==> src/rtl/alarm_pkg.sv <==
// Shared widths, moduli and the per-channel alarm state encoding.
// The snooze state exists only when ALARM_SNOOZE_EN is defined.
package alarm_pkg;
  localparam int HOURS_W   = 5;
  localparam int MINS_W    = 6;
  localparam int HOURS_MOD = 24;
  localparam int MINS_MOD  = 60;

`ifdef ALARM_SNOOZE_EN
  typedef enum logic [1:0] {
    ST_IDLE    = 2'd0,
    ST_RINGING = 2'd1,
    ST_SNOOZE  = 2'd2
  } alarm_state_e;
`else
  typedef enum logic [1:0] {
    ST_IDLE    = 2'd0,
    ST_RINGING = 2'd1
  } alarm_state_e;
`endif
endpackage

==> src/rtl/alarm_channel.sv <==
// One alarm channel: stored time, match edge detector, ring/snooze FSM and timers.
// Snooze handling is compiled in only with ALARM_SNOOZE_EN.
module alarm_channel
  import alarm_pkg::*;
#(
  parameter int RING_SECS   = 60,
  parameter int SNOOZE_MINS = 5
) (
  input  logic               clk,
  input  logic               rst,
  input  logic               i_sec_tick,
  input  logic [HOURS_W-1:0] i_cur_hours,
  input  logic [MINS_W-1:0]  i_cur_minutes,
  input  logic               i_hr_en,
  input  logic               i_min_en,
  input  logic               i_up,
  input  logic               i_alarm_en,
  input  logic               i_dismiss,
  input  logic               i_snooze,
  output logic [HOURS_W-1:0] o_hours,
  output logic [MINS_W-1:0]  o_minutes,
  output logic               o_ring
);
  localparam int RT_W = $clog2(RING_SECS + 1);

  logic [HOURS_W-1:0] w_hours;
  logic [MINS_W-1:0]  w_minutes;
  logic               w_match;
  logic               r_match_q;
  alarm_state_e       r_state, w_state_nxt;
  logic [RT_W-1:0]    r_ring_timer, w_ring_timer_nxt;

  binaryCounter #(.WIDTH(HOURS_W), .MOD(HOURS_MOD)) u_hours (
    .clk(clk), .rst(rst), .i_en(i_hr_en), .i_up(i_up), .o_cnt(w_hours)
  );
  binaryCounter #(.WIDTH(MINS_W), .MOD(MINS_MOD)) u_minutes (
    .clk(clk), .rst(rst), .i_en(i_min_en), .i_up(i_up), .o_cnt(w_minutes)
  );

  assign w_match = i_alarm_en && (i_cur_hours == w_hours) && (i_cur_minutes == w_minutes);

`ifdef ALARM_SNOOZE_EN
  localparam int SNZ_TICKS = SNOOZE_MINS * 60;
  localparam int SZ_W      = $clog2(SNZ_TICKS + 1);
  logic [SZ_W-1:0] r_snz_cnt, w_snz_cnt_nxt;

  always_ff @(posedge clk) begin
    if (rst) r_snz_cnt <= '0;
    else     r_snz_cnt <= w_snz_cnt_nxt;
  end
`else
  logic w_unused_snooze;
  assign w_unused_snooze = i_snooze;
`endif

  // Reset holds match_q high so an alarm already matching at reset stays silent.
  always_ff @(posedge clk) begin
    if (rst) begin
      r_match_q    <= 1'b1;
      r_state      <= ST_IDLE;
      r_ring_timer <= '0;
    end else begin
      r_match_q    <= w_match;
      r_state      <= w_state_nxt;
      r_ring_timer <= w_ring_timer_nxt;
    end
  end

  always_comb begin
    w_state_nxt      = r_state;
    w_ring_timer_nxt = r_ring_timer;
`ifdef ALARM_SNOOZE_EN
    w_snz_cnt_nxt    = r_snz_cnt;
`endif
    if (!i_alarm_en) begin
      w_state_nxt      = ST_IDLE;
      w_ring_timer_nxt = '0;
`ifdef ALARM_SNOOZE_EN
      w_snz_cnt_nxt    = '0;
`endif
    end else begin
      case (r_state)
        ST_IDLE: begin
          if (w_match && !r_match_q) begin
            w_state_nxt      = ST_RINGING;
            w_ring_timer_nxt = '0;
          end
        end
        ST_RINGING: begin
          // Dismiss wins over a simultaneous snooze.
          if (i_dismiss) begin
            w_state_nxt      = ST_IDLE;
            w_ring_timer_nxt = '0;
          end
`ifdef ALARM_SNOOZE_EN
          else if (i_snooze) begin
            w_state_nxt      = ST_SNOOZE;
            w_ring_timer_nxt = '0;
            w_snz_cnt_nxt    = SZ_W'(SNZ_TICKS);
          end
`endif
          else if (i_sec_tick) begin
            if (r_ring_timer == RT_W'(RING_SECS - 1)) begin
              w_state_nxt      = ST_IDLE;
              w_ring_timer_nxt = '0;
            end else begin
              w_ring_timer_nxt = r_ring_timer + RT_W'(1);
            end
          end
        end
`ifdef ALARM_SNOOZE_EN
        ST_SNOOZE: begin
          if (i_dismiss) begin
            w_state_nxt   = ST_IDLE;
            w_snz_cnt_nxt = '0;
          end else if (i_sec_tick) begin
            if (r_snz_cnt <= SZ_W'(1)) begin
              w_state_nxt      = ST_RINGING;
              w_ring_timer_nxt = '0;
              w_snz_cnt_nxt    = '0;
            end else begin
              w_snz_cnt_nxt = r_snz_cnt - SZ_W'(1);
            end
          end
        end
`endif
        default: begin
          w_state_nxt      = ST_IDLE;
          w_ring_timer_nxt = '0;
        end
      endcase
    end
  end

  assign o_hours   = w_hours;
  assign o_minutes = w_minutes;
  assign o_ring    = (r_state == ST_RINGING);
endmodule

==> src/rtl/binary_counter.sv <==
// Modulo-MOD up/down counter stepping by one on each enable; wraps at both ends.
// Synchronous active-high reset to zero.
module binaryCounter #(
  parameter int WIDTH = 5,
  parameter int MOD   = 24
) (
  input  logic             clk,
  input  logic             rst,
  input  logic             i_en,
  input  logic             i_up,
  output logic [WIDTH-1:0] o_cnt
);
  localparam logic [WIDTH-1:0] MAX_VAL = WIDTH'(MOD - 1);

  logic [WIDTH-1:0] r_cnt;

  always_ff @(posedge clk) begin
    if (rst) begin
      r_cnt <= '0;
    end else if (i_en) begin
      if (i_up) begin
        r_cnt <= (r_cnt == MAX_VAL) ? '0 : r_cnt + WIDTH'(1);
      end else begin
        r_cnt <= (r_cnt == '0) ? MAX_VAL : r_cnt - WIDTH'(1);
      end
    end
  end

  assign o_cnt = r_cnt;
endmodule

==> src/rtl/alarm_bank.sv <==
// Bank of NUM_ALARMS alarm channels sharing time, adjust and user inputs.
// Optional snooze support is enabled with the ALARM_SNOOZE_EN macro.
module alarm_bank
  import alarm_pkg::*;
#(
  parameter int NUM_ALARMS  = 2,
  parameter int RING_SECS   = 60,
  parameter int SNOOZE_MINS = 5,
  localparam int SEL_W      = (NUM_ALARMS > 1) ? $clog2(NUM_ALARMS) : 1
) (
  input  logic                  clk,
  input  logic                  rst,
  input  logic                  sec_tick,
  input  logic [HOURS_W-1:0]    cur_hours,
  input  logic [MINS_W-1:0]     cur_minutes,
  input  logic [SEL_W-1:0]      sel,
  input  logic                  hr,
  input  logic                  min,
  input  logic                  updown,
  input  logic [NUM_ALARMS-1:0] alarm_en,
  input  logic                  dismiss,
  input  logic                  snooze,
  output logic [HOURS_W-1:0]    sel_hours,
  output logic [MINS_W-1:0]     sel_minutes,
  output logic [NUM_ALARMS-1:0] ring,
  output logic                  ring_any
);
  logic [HOURS_W-1:0]    w_hours   [NUM_ALARMS];
  logic [MINS_W-1:0]     w_minutes [NUM_ALARMS];
  logic [NUM_ALARMS-1:0] w_ring;

  for (genvar g = 0; g < NUM_ALARMS; g++) begin : g_ch
    logic w_sel_hit;
    assign w_sel_hit = (int'(sel) == g);

    alarm_channel #(.RING_SECS(RING_SECS), .SNOOZE_MINS(SNOOZE_MINS)) u_ch (
      .clk          (clk),
      .rst          (rst),
      .i_sec_tick   (sec_tick),
      .i_cur_hours  (cur_hours),
      .i_cur_minutes(cur_minutes),
      .i_hr_en      (hr && w_sel_hit),
      .i_min_en     (min && w_sel_hit),
      .i_up         (updown),
      .i_alarm_en   (alarm_en[g]),
      .i_dismiss    (dismiss),
      .i_snooze     (snooze),
      .o_hours      (w_hours[g]),
      .o_minutes    (w_minutes[g]),
      .o_ring       (w_ring[g])
    );
  end

  // Out-of-range sel reads as 00:00.
  always_comb begin
    sel_hours   = '0;
    sel_minutes = '0;
    for (int i = 0; i < NUM_ALARMS; i++) begin
      if (int'(sel) == i) begin
        sel_hours   = w_hours[i];
        sel_minutes = w_minutes[i];
      end
    end
  end

  assign ring     = w_ring;
  assign ring_any = |w_ring;
endmodule
==> config.mk <==
export PLATFORM = sky130hd
export DESIGN_NAME = alarm_bank
export DESIGN_NICKNAME = d
export VERILOG_FILES = /design/src/rtl/alarm_pkg.sv /design/src/rtl/alarm_channel.sv /design/src/rtl/binary_counter.sv /design/src/rtl/alarm_bank.sv
export SDC_FILE = /design/constraint.sdc
export NUM_CORES = 1
export LEC_CHECK = 0
export CAP_MARGIN = 20
export CORE_ASPECT_RATIO = 1.4
export CORE_UTILIZATION = 45
export CTS_CLUSTER_DIAMETER = 30
export CTS_CLUSTER_SIZE = 20
export DETAILED_ROUTE_END_ITERATION = 7
export PLACE_DENSITY = 0.66
export SLEW_MARGIN = 10
export SYNTH_ARGS = -nofsm -noshare
export SYNTH_HDL_FRONTEND = slang
export SYNTH_SLANG_ARGS = --single-unit
==> constraint.sdc <==
create_clock -name clk -period 4.85 [get_ports clk]
set_input_delay 0.97 -clock clk [delete_from_list [all_inputs] [get_ports clk]]
set_output_delay 0.97 -clock clk [all_outputs]
set_load 0.02 [all_outputs]
# Word level (Yosys, flattened, before mapping)
# Cells that the tools add are included.
classes:
  add_sub_neg: 10
  n_mul: 0
  div_mod_pow: 0
  magnitude_cmp: 0
  eq_ne: 18
  shifts: 0
  mux: 34
  bitwise_logic: 3
  reduce_logical: 25
ops:
  columns: ["cell", "count"]
  rows:
  - ["6-bit two-way mux", 15]
  - ["5-bit two-way mux", 7]
  - ["6-bit by 1-bit adder with 6-bit output (second input constant)", 4]
  - ["6-bit == test (second input constant)", 4]
  - ["6-bit one-hot mux with 2 select lines", 2]
  - ["2-bit two-way mux", 8]
  - ["6-bit == test", 2]
  - ["6-bit zero test", 2]
  - ["3-bit != test (second input constant)", 4]
  - ["6-bit by 1-bit subtractor with 6-bit output (second input constant)", 2]
  - ["5-bit by 1-bit adder with 5-bit output (second input constant)", 2]
  - ["5-bit == test", 2]
  - ["5-bit == test (second input constant)", 2]
  - ["1-bit logical AND", 10]
  - ["5-bit zero test", 2]
  - ["5-bit by 1-bit subtractor with 5-bit output (second input constant)", 2]
  - ["2-bit one-hot mux with 2 select lines", 2]
  - ["3-bit AND reduction", 2]
  - ["2-bit OR reduction", 3]
  - ["2-bit by 1-bit == test with 1-bit output (second input constant)", 2]
  - ["2-bit zero test", 2]
  - ["2-bit by 1-bit != test with 1-bit output (second input constant)", 2]
  - ["2-bit AND reduction", 2]
  - ["1-bit inverter", 3]
  - ["1-bit zero test", 2]
word_totals:
  regBits: 40
  latch_bits: 0
  ram_bits: 0
  rom_bits: 0
  input_bits: 22
  out_inout_bits: 14
  wordCells: 100
  n_memories: 0

# Longest topological paths before layout
depth:
  word_depth: 6
  depth_mapped: 7
  depth_no_buf: 6

# Cells and area by module
# Synthesis repeated with hierarchy kept, for this count alone.
unflattened:
  hier_cells: 380
  area_unflattened_um2: 3256.9
modules_own_cells:
  columns: ["mod", "n_inst", "cells_each", "area_each_um2", "seq_area_each_um2"]
  rows:
  - ["alarm_channel", 2, 70, 590.6, 160.2]
  - ["binaryCounter (g_ch[0].u_ch.u_minutes ...)", 2, 68, 570.5, 120.1]
  - ["binaryCounter (g_ch[0].u_ch.u_hours ...)", 2, 43, 359.1, 100.1]
  - ["alarm_bank", 1, 18, 216.5, 0.0]

# Worst setup path before layout
# Ideal clock, no wire load.
synth_path:
  path_kind: "input-to-output"
  from: "in sel"
  to: "out sel_hours[0]"
  arrival_time_ps: 1798
  required_time_ps: 3880
  setup_slack_ps: 2082
  stages: 3
  path_buffers: 2
  cell_sequence: "buf_2 > clkbuf_1 > o21ai_0"
synth_between:
  elab_chain_len: 1
synth_lines:
  columns: ["element", "line", "source"]
  rows:
  - ["from (decl)", "alarm_bank.sv:16", "input logic [SEL_W-1:0] sel,"]
  - ["5-bit two-way mux", "alarm_bank.sv:59", "if (int'(sel) == i) begin"]
  - ["to (decl)", "alarm_bank.sv:23", "output logic [HOURS_W-1:0] sel_hours,"]
# No other way between the ends.

# Worst setup path in the final report
layout_path:
  from: "in sel"
  to: "out sel_minutes[2]"
layout_between:
  elab_chain_len: 1
layout_lines:
  columns: ["element", "line", "source"]
  rows:
  - ["6-bit two-way mux", "alarm_bank.sv:59", null]
  - ["to (decl)", "alarm_bank.sv:24", "output logic [MINS_W-1:0] sel_minutes,"]
# No other way between the ends.

==> results.md <==
- The area growth from synthesis to layout is 14.00%.
- The H-tree generated during clock tree synthesis spans 2 levels.
- Final hold analysis gives a worst-case slack of 0.4744 ns.
- The die is 100.4 µm tall.
- The maximum VDD drop is about 0.16 mV.
- CTS saw 38 sinks.
- For this run, the number of standard cells in the final layout without fillers is 490.
- In this run the worst path has a maximum fanout of 25.
- The hold buffer count at CTS is 0.
- For this run, design rule violations remaining after detail routing come to 0.
- The most frequently used flop master after synthesis is sky130_fd_sc_hd__dfxtp_1.
- The final wirelength is 7325 µm.
- The most common library cell in the layout ignoring fill and taps is sky130_fd_sc_hd__dfxtp_1.
- The clock transition time at the flip-flop clock pins of the worst setup and hold paths is about 0.07 ns.
- The share of layout cells above drive strength 1 is 8.794%.
- In this run the remaining antenna-violating nets after routing total 0.
- Row generation in the floorplan step produced 35 rows.
- Broken down by cell family, the worst path's largest delay share belongs to buffers and inverters.
- The die area is 7253 µm².
- The number of library cell types mapped by synthesis is 74.
- The pin count of the biggest net entering global routing is 26.
- Summed over all layers, the global routing overflow is 0.
- The worst relative slew slack is 45.49%.
- The post-layout net count is 431.
- The number of antenna violations at the first check in global routing is 0.
- The half-perimeter wire length after detailed placement is 5370 µm.
- The TritonCTS clock tree is built.
- The worst min-delay path class is reg -> reg.
- In the finished design, the share of the clock period the worst path needs comes to 80.46%.
- The total of cells resized after clock tree synthesis is 0.
- Setup repair after global routing left no endpoint under its margin.
- The signal on the critical path passes through clkdlybuf4s50_1 > mux2_2 > clkdlybuf4s50_1.
- The run finished with clean final reports.
- Counting I/O delays and the setup requirement, the final critical path takes 3.902 ns.
- In this run the mean area of a mapped cell was 8.058 µm².
- Summing every instance area after synthesis gives approximately 3100 µm².
- The critical path's largest stage delay is 1.00 ns.
- When the netlist entered floorplanning its net count stood at 420.
- The total number of yosys warnings is 0.
- The worst register-to-register path begins at g_ch[0].u_ch.u_minutes.o_cnt[0]$_SDFFE_PP0P_.
- The sequential fraction of the synthesis area is 24.46%.
- The critical path starts at sel.
- Once the clock tree was built, the setup fixing pass inserted 0 buffers.
- The number of buffers and inverters on the critical path is 2.
- The analysis attributes to cell leakage a power of 1.212 nW.
- The number of vias per cell is 5.741.
- The final weighted congestion in routability-driven placement is 0.8642.
- The reported max-cap violation count is 0.
- For the pin with the worst max-slew slack, the measured transition is 0.8151 ns.
- The standard cell core area is 6613 µm².
- The first global-routing pass estimated 12240 µm of wire.
- The buffer levels on the longest clock path is 2.
- The number of placed I/O pins is 36.
- For this run, the total global-route usage over all layers was measured as 21.06%.
- The vias after detailed routing is 2813.
- The total iterations of the first detailed-routing run is 4.
- For this design the ratio of total power to cell area is 251.3 nW/µm².
- The setup TNS is 0 ns.
- The worst setup path is captured at a primary output.
- The cell type of the slowest stage on the worst timing path is sky130_fd_sc_hd__clkdlybuf4s50_1.
- The synthesized flop and latch total is 38.
- Summing internal, switching and leakage power gives just under 900 µW.
- In this run the horizontal extent of the chip is 72.27 µm.
- The most prevalent standard cell on the critical path is sky130_fd_sc_hd__clkdlybuf4s50_1.
- For the worst setup path, the data required time is 3.88 ns.
- For this run, asynchronously set or reset flops after synthesis account for 0%.
- The detailed router finished its first iteration with 88 violations.
- In the final routed layout, each cell accounts on average for 14.95 µm.
- The number of input and output port buffers inserted is 34.
- The final-report setup violation count is 0.
- The top achievable clock speed is about 0.26 GHz.
- The number of instances in the synthesized netlist is 386.
- On the final layout, the worst clock skew is 0.009137 ns.
- The hold path startpoint is g_ch[1].u_ch.r_ring_timer[1]$_SDFFE_PP0P_.
- At the worst endpoint, the arrival time is 2.93 ns.
- CTS placed an instance of sky130_fd_sc_hd__clkbuf_8 at the clock tree root.
- The final-report max-slew violation count is 0.
- The number of global-route vias before repair was roughly 2600.
- The cell count after placement is 482.
- The worst-skew pair later-pin latency is approximately 0.29 ns.
- The number of clock buffers inserted by TritonCTS is 5.
- The hold violation count in the final report is 0.
- The type of the setup path with the least slack is in -> out.
- In the layout the commonest cells are sky130_fd_sc_hd__dfxtp_1, sky130_fd_sc_hd__clkdlybuf4s50_1, sky130_fd_sc_hd__nand2_1.
- The category of the worst setup path launch point is an input port.
- The effective utilization at floorplan is around 47%.
- In this run, synthesis inferred 0 flip-flops with an integrated enable.
- The layout filler cell count is 631.
- The number of antenna diodes in the final layout is 0.
==> layer usage <==
layer  GRT usage, %  vias to the layer above  wire, µm
met5              0                        -         0
met1          26.84                     1306      3301
li1               -                     1416         -
met2          35.95                       81      3584
met3          2.811                       10       314
met4          7.391                        0       124
==> synth_stat cells (3+ instances only) <==
| cell | count | area (µm²) |
|---|---|---|
| sky130_fd_sc_hd__a211oi_1 | 4 | 30.03 |
| sky130_fd_sc_hd__a21oi_1 | 26 | 130.1 |
| sky130_fd_sc_hd__a311oi_1 | 5 | 43.79 |
| sky130_fd_sc_hd__a31oi_1 | 5 | 31.28 |
| sky130_fd_sc_hd__and2_1 | 4 | 25.02 |
| sky130_fd_sc_hd__and4b_1 | 3 | 30.03 |
| sky130_fd_sc_hd__buf_2 | 16 | 80.08 |
| sky130_fd_sc_hd__buf_6 | 4 | 45.04 |
| sky130_fd_sc_hd__clkbuf_1 | 9 | 33.78 |
| sky130_fd_sc_hd__dfxtp_1 | 38 | 760.7 |
| sky130_fd_sc_hd__ha_1 | 12 | 150.1 |
| sky130_fd_sc_hd__inv_1 | 20 | 75.07 |
| sky130_fd_sc_hd__mux2_2 | 4 | 45.04 |
| sky130_fd_sc_hd__mux2i_1 | 5 | 50.05 |
| sky130_fd_sc_hd__nand2_1 | 31 | 116.4 |
| sky130_fd_sc_hd__nand2b_1 | 7 | 43.79 |
| sky130_fd_sc_hd__nand3_1 | 14 | 70.07 |
| sky130_fd_sc_hd__nand4_1 | 8 | 50.05 |
| sky130_fd_sc_hd__nor2_1 | 18 | 67.56 |
| sky130_fd_sc_hd__nor2b_1 | 7 | 43.79 |
| sky130_fd_sc_hd__nor3_1 | 7 | 35.03 |
| sky130_fd_sc_hd__nor4_1 | 3 | 18.77 |
| sky130_fd_sc_hd__o211ai_1 | 7 | 52.55 |
| sky130_fd_sc_hd__o21a_1 | 4 | 30.03 |
| sky130_fd_sc_hd__o21ai_0 | 16 | 80.08 |
| sky130_fd_sc_hd__o21ai_1 | 10 | 50.05 |
| sky130_fd_sc_hd__o22ai_1 | 5 | 31.28 |
| sky130_fd_sc_hd__o31ai_1 | 4 | 30.03 |
| sky130_fd_sc_hd__o32ai_1 | 3 | 26.28 |
| sky130_fd_sc_hd__or3_1 | 6 | 37.54 |
| sky130_fd_sc_hd__xnor2_1 | 26 | 227.7 |
| sky130_fd_sc_hd__xor2_1 | 4 | 35.03 |
==> report_power, final <==
part	leakage (nW)	total (mW)	switching, mW	internal [mW]
registers	0.310	0.356	0.0318	0.324
logic	0.831	0.196	0.100	0.0954
clock network	0.0714	0.339	0.120	0.220
==> cell type report <==
type	count	area, µm²	share of cell area [%]
clock inverter	2	60.06	1.694
sequential	38	760.7	21.45
timing repair buffer	36	355.3	10.02
multi-input combinational	295	2093	59.03
inverter	21	78.83	2.223
clock buffer	6	82.58	2.329
tap	92	115.1	3.246
==> stage by stage <==
step / area (µm²) / utilization, % / setup WS (ns)
final: 3546 / 53.62 / 0.9477
after global routing: 3546 / 53.62 / 0.8197
after CTS: 3546 / 53.62 / 0.9530
after detailed placement: 3403 / 51.47 / 0.9521
after global placement: 3403 / 51.47 / 0.9938
after floorplan: 3110 / - / 2.082
==> sequential cells by signal (all words and copies together) (netlist names) <==
signal / count
g_ch.u_ch.r_match_q: 2
g_ch.u_ch.r_ring_timer: 12
g_ch.u_ch.r_state: 2
g_ch.u_ch.u_hours.o_cnt: 10
g_ch.u_ch.u_minutes.o_cnt: 12
==> worst reg2reg max path, delay by kind of cell (launching register included) <==
family          cells  cell delay, ns
compound gates      3            0.57
fa+ha+maj           1            0.25
buf+inv             1            0.17
flops               1            0.52
simple gates        1            0.19
==> final timing paths <==
kind / depth (start not counted) / to / slack [ns]
worst max register to register: 6 / g_ch[0].u_ch.u_minutes.o_cnt[3]$_SDFFE_PP0P_ / 3.04
worst max-delay path: 3 / sel_minutes[2] / 0.95
worst min register to register: 2 / g_ch[1].u_ch.r_ring_timer[1]$_SDFFE_PP0P_ / 0.47
worst min-delay path: 2 / g_ch[1].u_ch.r_ring_timer[1]$_SDFFE_PP0P_ / 0.47
==> kinds of logic (layout without fill, tap and decap cells) <==
group | count (synthesis) | count (layout) | synth area share [%]
AND/OR/NAND/NOR | 132 | 132 | 25.86
AO/OA/AOI/OAI | 109 | 109 | 23.33
multiplexers | 10 | 10 | 3.419
buffers and inverters | 53 | 65 | 8.246
XOR/XNOR | 32 | 32 | 9.855
adder cells (fa/ha/maj) | 12 | 12 | 4.827
flip-flops | 38 | 38 | 24.46
(Power assumes the default switching activity.)
==> patch: new RTL, config.mk and constraints unchanged <==
`RING_SECS` is set to 60 in 2 places; all go to 120.
--- a/src/rtl/alarm_channel.sv
+++ b/src/rtl/alarm_channel.sv
@@ -3,7 +3,7 @@
 module alarm_channel
   import alarm_pkg::*;
 #(
-  parameter int RING_SECS   = 60,
+  parameter int RING_SECS   = 120,
   parameter int SNOOZE_MINS = 5
 ) (
   input  logic               clk,
--- a/src/rtl/alarm_bank.sv
+++ b/src/rtl/alarm_bank.sv
@@ -4,7 +4,7 @@
   import alarm_pkg::*;
 #(
   parameter int NUM_ALARMS  = 2,
-  parameter int RING_SECS   = 60,
+  parameter int RING_SECS   = 120,
   parameter int SNOOZE_MINS = 5,
   localparam int SEL_W      = (NUM_ALARMS > 1) ? $clog2(NUM_ALARMS) : 1
 ) (
Behaviour: same outputs for any inputs over 4 cycles, from zero or initial values and one cycle with rst high; that may be too few to reach the edited logic, so the function may still have changed.
==> patch against the original RTL <==
- via count grew 1.7%
- sequential cell count up 2
- total power fell by 7.2%
- hold slack better by 0.031 ns
- combinational power shrank 8%
- cell area fell by 2.5%
- synthesized cell count rose by 1.8%
- fmax is 0.12% lower
- global-route usage fell by 0.10 points
- routed wire length shrank 5.3%
- synthesized area fell by 2.3%
- register-to-register slack got worse by 0.09 ns
- final cell count fell by 1.2%
- setup slack got worse by 0.0049 ns
- critical endpoint is now sel_minutes[5]
- largest cell class unchanged
==> patch: results <==
[run_status]
status = finished, final reports clean

[sta]
skew_ns = 0.008714
maxSlewHeadroom_pct = 44.85

[placed_design]
dp_hpwl_um = 5105
routabilityCongestion = 0.8861
placed_area_um2 = 3349

[clocking]
clk_pin_slew_ns = 0.08
numCtsBuffers = 5
clk_path_buf_depth = 2

[layout]
finalNonFillerCells = 484
nets = 443
layout-drive-gt1-share_pct = 8.049

[pwr]
vdd_drop_max_mv = 0.1180
p_comb_share_pct = 21.9
sequentialPower_uw = 368
p_leak_nw = 1.211
sw_frac_of_total_pct = 29.79

[worst_setup_path]
critPathArrivalTime_ns = 2.94
crit_fanout = 23
crit_family = buffers and inverters
r2r_slack_ns = 2.95

[global_routing]
use_met3_pct = 3.343
met1_usage_pct = 25.76
first_global_vias = 2734
track_usage_pct = 20.96
grt_util_met2_pct = 36.56
grt_max_degree = 28
grt_pass1_wl_um = 12080

[logic_synthesis]
ys_top_cells_by_area = dfxtp_1 (26%), xnor2_1 (6.1%), a21oi_1 (5.3%)
synth_cells = 393
synth_commonest_cells = dfxtp_1 (40), nand2_1 (35), a21oi_1 (32)
synth_fp_nets = 427
synthDistinctLibCells = 62
synth-seq-area-share_pct = 26.35

[routing]
wl_met3_um = 329
via_count = 2861
drt_iter0_markers = 64
met2_length_um = 3443
drt-met1-wl_um = 3098
dr.pass1.iters = 5
drt_wl_total_um = 6937
==> patch: cell count changes after synthesis, moves of 6 or more <==
cell / unedited run / this run
a21oi_1: 26 / 32
o21ai_1: 10 / 0
nor2_1: 18 / 30
nand3_1: 14 / 20
o2bb2ai_1: 0 / 9
o21ai_0: 16 / 24
inv_1: 20 / 11
==> patch: area by class of cell <==
class / count / area (um2)
fillers: 631 / 3112
multi-input cells: 312 / 2041
flip-flops and latches: 40 / 800.8
repair buffers: 38 / 370.4
well taps: 74 / 92.59
clock buffers: 6 / 72.57
inverters: 12 / 45.04
clock inverters: 2 / 35.03
==> patch: stage by stage <==
step	hold slack [ns]	total power [mW]	util (%)	setup slack (ns)
2_1_floorplan	0.4670	0.4997	-	2.008
6_report	0.5058	0.8271	52.63	0.9429
5_1_grt	0.5163	0.8694	52.63	0.8615
3_5_place_dp	0.5001	0.5564	50.99	0.9515
3_3_place_gp	0.4797	0.5545	50.99	0.9837
4_1_cts	0.5119	0.8314	52.63	0.9514
==> patch: cells by family (layout without fill, tap and decap cells) <==
logic type,Yosys count,in the layout,share of synthesized area (%)
AOI/OAI and AO/OA,107,107,23.06
adders and majority gates,12,12,4.940
xor gates and xnor gates,24,24,6.917
muxes,13,13,4.570
DFF,40,40,26.35
buffers and inverters,41,58,6.504
and+or+nand+nor,156,156,27.67
==> patch: path summary, 6_finish.rpt <==
kind | cells past startpoint | start | end
max | 3 | sel | sel_minutes[5]
min | 1 | g_ch[1].u_ch.r_ring_timer[6] | g_ch[1].u_ch.r_ring_timer[6]
max reg2reg | 7 | g_ch[1].u_ch.u_minutes.o_cnt[0] | g_ch[1].u_ch.u_minutes.o_cnt[2]
min reg2reg | 1 | g_ch[1].u_ch.r_ring_timer[6] | g_ch[1].u_ch.r_ring_timer[6]
